===== config.mk =====
export PLATFORM = sky130hd
export DESIGN_NAME = ramp_sequencer
export DESIGN_NICKNAME = d
export VERILOG_FILES = /design/src/rtl/ramp_sequencer.sv
export SDC_FILE = /design/constraint.sdc
export NUM_CORES = 1
export LEC_CHECK = 0
export ABC_AREA = 1
export CORE_ASPECT_RATIO = 1.5
export CORE_UTILIZATION = 52
export CTS_BUF_LIST = sky130_fd_sc_hd__clkbuf_4 sky130_fd_sc_hd__clkbuf_8
export CTS_CLUSTER_DIAMETER = 200
export DETAILED_ROUTE_END_ITERATION = 12
export DONT_BUFFER_PORTS = 1
export GPL_TIMING_DRIVEN = 1
export PLACE_DENSITY_LB_ADDON = 0.15
export RECOVER_POWER = 50
export SYNTH_ARGS = -nofsm -noshare
export SYNTH_HDL_FRONTEND = slang
export SYNTH_SLANG_ARGS = --single-unit

===== constraint.sdc =====
create_clock -name clk -period 3.3 [get_ports clk]
set_input_delay 0.165 -clock clk [delete_from_list [all_inputs] [get_ports clk]]
set_output_delay 0.165 -clock clk [all_outputs]
set_load 0.005 [all_outputs]

===== src/rtl/ramp_sequencer.sv =====
// ramp_sequencer: steers an external load/up/down counter through a programmed
// number of triangle sweeps between a captured lower and upper limit.
module ramp_sequencer #(
  parameter int unsigned WIDTH = 5,
  parameter int unsigned CYC_W = 4
) (
  input  logic             clk,
  input  logic             rst,
  input  logic             start,
  input  logic             abort,
  input  logic             pause,
  input  logic [WIDTH-1:0] lo_lim,
  input  logic [WIDTH-1:0] hi_lim,
  input  logic [CYC_W-1:0] n_cycles,
  input  logic [WIDTH-1:0] cnt_val,
  output logic [WIDTH-1:0] cnt_in,
  output logic             cnt_load,
  output logic             cnt_up,
  output logic             cnt_down,
  output logic             busy,
  output logic             done,
  output logic             err,
  output logic [CYC_W-1:0] cyc_count
);

  typedef enum logic [2:0] {
    S_IDLE    = 3'd0,
    S_LOAD    = 3'd1,
    S_RAMP_UP = 3'd2,
    S_RAMP_DN = 3'd3,
    S_DONE    = 3'd4
  } state_t;

  state_t           state_q, state_d;
  logic [WIDTH-1:0] lo_q, hi_q;
  logic [CYC_W-1:0] n_q;
  logic [CYC_W-1:0] cyc_q, cyc_d, cyc_inc;
  logic             err_q, err_d;
  logic             capture;
  logic             cfg_ok;

  assign cyc_count = cyc_q;
  assign err       = err_q;

  // State register; reset parks the FSM in IDLE without touching the counter.
  always_ff @(posedge clk or posedge rst) begin
    if (rst) begin
      state_q <= S_IDLE;
    end else begin
      state_q <= state_d;
    end
  end

  // Captured configuration, completed-cycle count and the registered err pulse.
  always_ff @(posedge clk or posedge rst) begin
    if (rst) begin
      lo_q  <= '0;
      hi_q  <= '0;
      n_q   <= '0;
      cyc_q <= '0;
      err_q <= 1'b0;
    end else begin
      cyc_q <= cyc_d;
      err_q <= err_d;
      if (capture) begin
        lo_q <= lo_lim;
        hi_q <= hi_lim;
        n_q  <= n_cycles;
      end
    end
  end

  // Next state and counter controls; abort outranks pause, and both only act
  // while a sweep is in progress. Turns use equality only, so an out-of-range
  // counter value keeps being driven toward the target limit.
  always_comb begin
    state_d  = state_q;
    cyc_d    = cyc_q;
    err_d    = 1'b0;
    capture  = 1'b0;
    cnt_in   = '0;
    cnt_load = 1'b0;
    cnt_up   = 1'b0;
    cnt_down = 1'b0;
    done     = 1'b0;
    busy     = (state_q != S_IDLE);
    cfg_ok   = (lo_lim < hi_lim) && (n_cycles != '0);
    cyc_inc  = cyc_q + CYC_W'(1);

    if (busy && abort) begin
      state_d = S_IDLE;
    end else begin
      case (state_q)
        S_IDLE: begin
          if (start) begin
            if (cfg_ok) begin
              capture = 1'b1;
              cyc_d   = '0;
              state_d = S_LOAD;
            end else begin
              err_d = 1'b1;
            end
          end
        end
        S_LOAD: begin
          cnt_in = lo_q;
          if (!pause) begin
            cnt_load = 1'b1;
            state_d  = S_RAMP_UP;
          end
        end
        S_RAMP_UP: begin
          if (!pause) begin
            if (cnt_val == hi_q) begin
              state_d = S_RAMP_DN;
            end else begin
              cnt_up = 1'b1;
            end
          end
        end
        S_RAMP_DN: begin
          if (!pause) begin
            if (cnt_val == lo_q) begin
              cyc_d   = cyc_inc;
              state_d = (cyc_inc == n_q) ? S_DONE : S_RAMP_UP;
            end else begin
              cnt_down = 1'b1;
            end
          end
        end
        S_DONE: begin
          done    = 1'b1;
          state_d = S_IDLE;
        end
        default: begin
          state_d = S_IDLE;
        end
      endcase
    end
  end

endmodule


==> out/qor.csv <==
metric,value,unit
syn_nets,261,
number of global-route vias before repair,1286,
CP Data Arrival Time,1.64,ns
Post-Route Setup TNS,0,ns
count of input and output buffers,0,
minimum clock period,1.803,ns
wire length reported by the detailed router,3225,um
relative slew slack,41.03,%
die area,3148,um^2
Worst Hold Margin,-0.02956,ns
register bit total from synthesis,22,
pin count of the biggest net entering global routing,27,
fill count,292,
final setup violation count,0,
dpl ws,1.608,ns
worst setup margin,1.497,ns
number of library cell types mapped by synthesis,22,
min-delay worst type,in2async,
Die W,46.15,um
Clock Path Buffers,2,
die height,68.22,um
"CTS clk-pin slew, worst paths",0.08,ns
sink count of the clock tree,22,
final-stage net count,264,
violated checks,hold timing,
count of yosys warnings during synthesis,0,
most common library cell in the layout ignoring fill and taps,nand2_1,
post-cts gate resize count,0,
syn_area_per_cell,6.553,um^2
RSZ-0062 raised after global routing,no,
"number of placed instances, taps included",267,
remaining antenna violation count,0,
summed instance area of the synthesized netlist,1520,um^2
final worst clock skew,0.002464,ns
routed length per instance,11.94,um
initial standard-cell utilization of the core,55.61,%
post-CTS setup buffer count,0,
1st-pass router iterations,4,
fraction of final layout cells sized beyond drive strength 1,7.725,%
number of maximum-capacitance constraint violations,0,
endpoint kind of the worst setup timing path,output pin,
worst ir drop on vdd,335.3,uV
Final Total Pwr,0.001165,W
CTS H-Tree Depth,1,
clock tree from TritonCTS,built,
final count of hold timing violations,22,
startpoint class of the critical path,flip-flop,
Skew-Pair Late Insertion Delay,0.26,ns
core footprint,2734,um^2
final antenna diode count,0,
"Data required, critical path",3.13,ns
clock tree root buffer cell,clkbuf_8,
DP HPWL,2551,um
worst-path fanout max,6,
Placer Congestion,0.8481,
layout overhead on the synthesized area,4.938,%
io pins,39,
register area share after synthesis,36.21,%
slew at the pin closest to its max-slew limit,0.8836,ns
final core occ,58.35,%
total via count in the routed design,1379,
leakage power,0.8979,nW
non-filler cells in the finished layout,270,
initial antenna violation count,0,
f_max,554.6,MHz
critical path class,reg2out,
gate count after technology mapping,232,
first-pass GRT wire length,5195,um
first-iteration detailed-routing DRC count,27,
remaining design rule violation count,0,
GRT Total Usage,22.88,%
highest-count cells in the layout ignoring fill and taps,"69 x nand2_1, 39 x nor2_1, 34 x inv_1, 22 x dfrtp_1, 14 x nand3_1",
number of buffers inserted during clock tree synthesis,3,
final worst path period share,54.64,%
sum of overflow across all layers after global routing,0,
mean number of vias per cell,5.107,
Cell Pwr Density,730.6,nW/um^2
hold buffer count at cts,0,
number of pins exceeding their max-slew limit in the final report,0,
run status,"complete, but fails checks",
row count,23,
==> logic make-up after synthesis <==
group                    count (synthesis)  synth area share (%)
AND/OR/NAND/NOR                        142                 41.48
buffers and inverters                   42                 10.53
flip-flops                              22                 36.21
AO/OA/AOI/OAI                           19                 6.502
adder cells (fa/ha/maj)                  5                 4.115
XOR/XNOR                                 2                 1.152
==> final cells by class <==
cell class,count,area [um^2],area share (%)
clock buffer,3,41.29,2.588
inverter,40,150.1,9.412
multi-input combinational,168,807.0,50.59
sequential,22,550.5,34.51
tap,37,46.29,2.902
==> cell usage after synthesis <==
| library cell | number | area share, % |
|---|---|---|
| a21oi_1 | 11 | 3.6 |
| buf_2 | 2 | 0.66 |
| xnor2_1 | 2 | 1.2 |
| nor2_2 | 1 | 0.41 |
| o21ai_2 | 1 | 0.58 |
| nor3_1 | 1 | 0.33 |
| nand2_2 | 3 | 1.2 |
| nor4_1 | 2 | 0.82 |
| nor2_1 | 38 | 9.4 |
| nand3_2 | 1 | 0.66 |
| o21ai_0 | 2 | 0.66 |
| o21ai_1 | 5 | 1.6 |
| nand2_4 | 2 | 1.5 |
| nand3_1 | 14 | 4.6 |
| dfrtp_1 | 22 | 36 |
| nand4_1 | 9 | 3.7 |
| nor3_4 | 1 | 1.1 |
| nand2_1 | 69 | 17 |
| ha_1 | 5 | 4.1 |
| nor2_4 | 1 | 0.74 |
| inv_2 | 6 | 1.5 |
| inv_1 | 34 | 8.4 |
==> path summary, 6_finish.rpt <==
kind	slack, ns	endpoint	cells after the start	start
setup / recovery	1.50	cnt_in[2]	5	state_q[2]
min in group clk	0.04	n_q[1]	2	n_cycles[1]
max in group asynchronous	2.78	n_q[3]	1	rst
hold reg to reg	0.50	n_q[1]	2	n_q[1]
setup reg to reg	1.62	cyc_count[0]	8	state_q[2]
hold / removal	-0.03	state_q[0]	1	rst
==> power breakdown <==
part | internal (W) | total [W] | switching (W)
Clock | 0.0000815 | 0.000168 | 0.0000866
Sequential | 0.000368 | 0.000452 | 0.0000842
Combinational | 0.000188 | 0.000546 | 0.000357
Total | 0.000637 | 0.00117 | 0.000528
==> per-stage QoR <==
step	cell area [um^2]	hold WS [ns]
after detailed placement	1556	0.2967
after global routing	1595	0.03997
final	1595	-0.02956
after CTS	1598	0.01543
after floorplan	1520	0.1542
after global placement	1556	0.2856
==> sequential cells by signal, summed over array words and instances, names as in the netlist <==
signal     cells
err            1
cyc_count      4
hi_q           5
n_q            4
lo_q           5
state_q        3
==> routing by layer <==
layer / wire [um] / part of all wire (%) / global-route usage (%)
met1: 1275 / 40 / 24.58
met2: 1731 / 54 / 42.43
met3: 169 / 5.2 / 4.749
met4: 48 / 1.5 / 7.721
met5: 0 / 0 / 0
==> critical path: stages, from the launching register on <==
cell	delay [ns]
dfrtp_1	0.46
nor2_1	0.25
nand2_4	0.11
nand2_1	0.12
nand3_1	0.24
nor2_1	0.20
(Power assumes the default switching activity.)
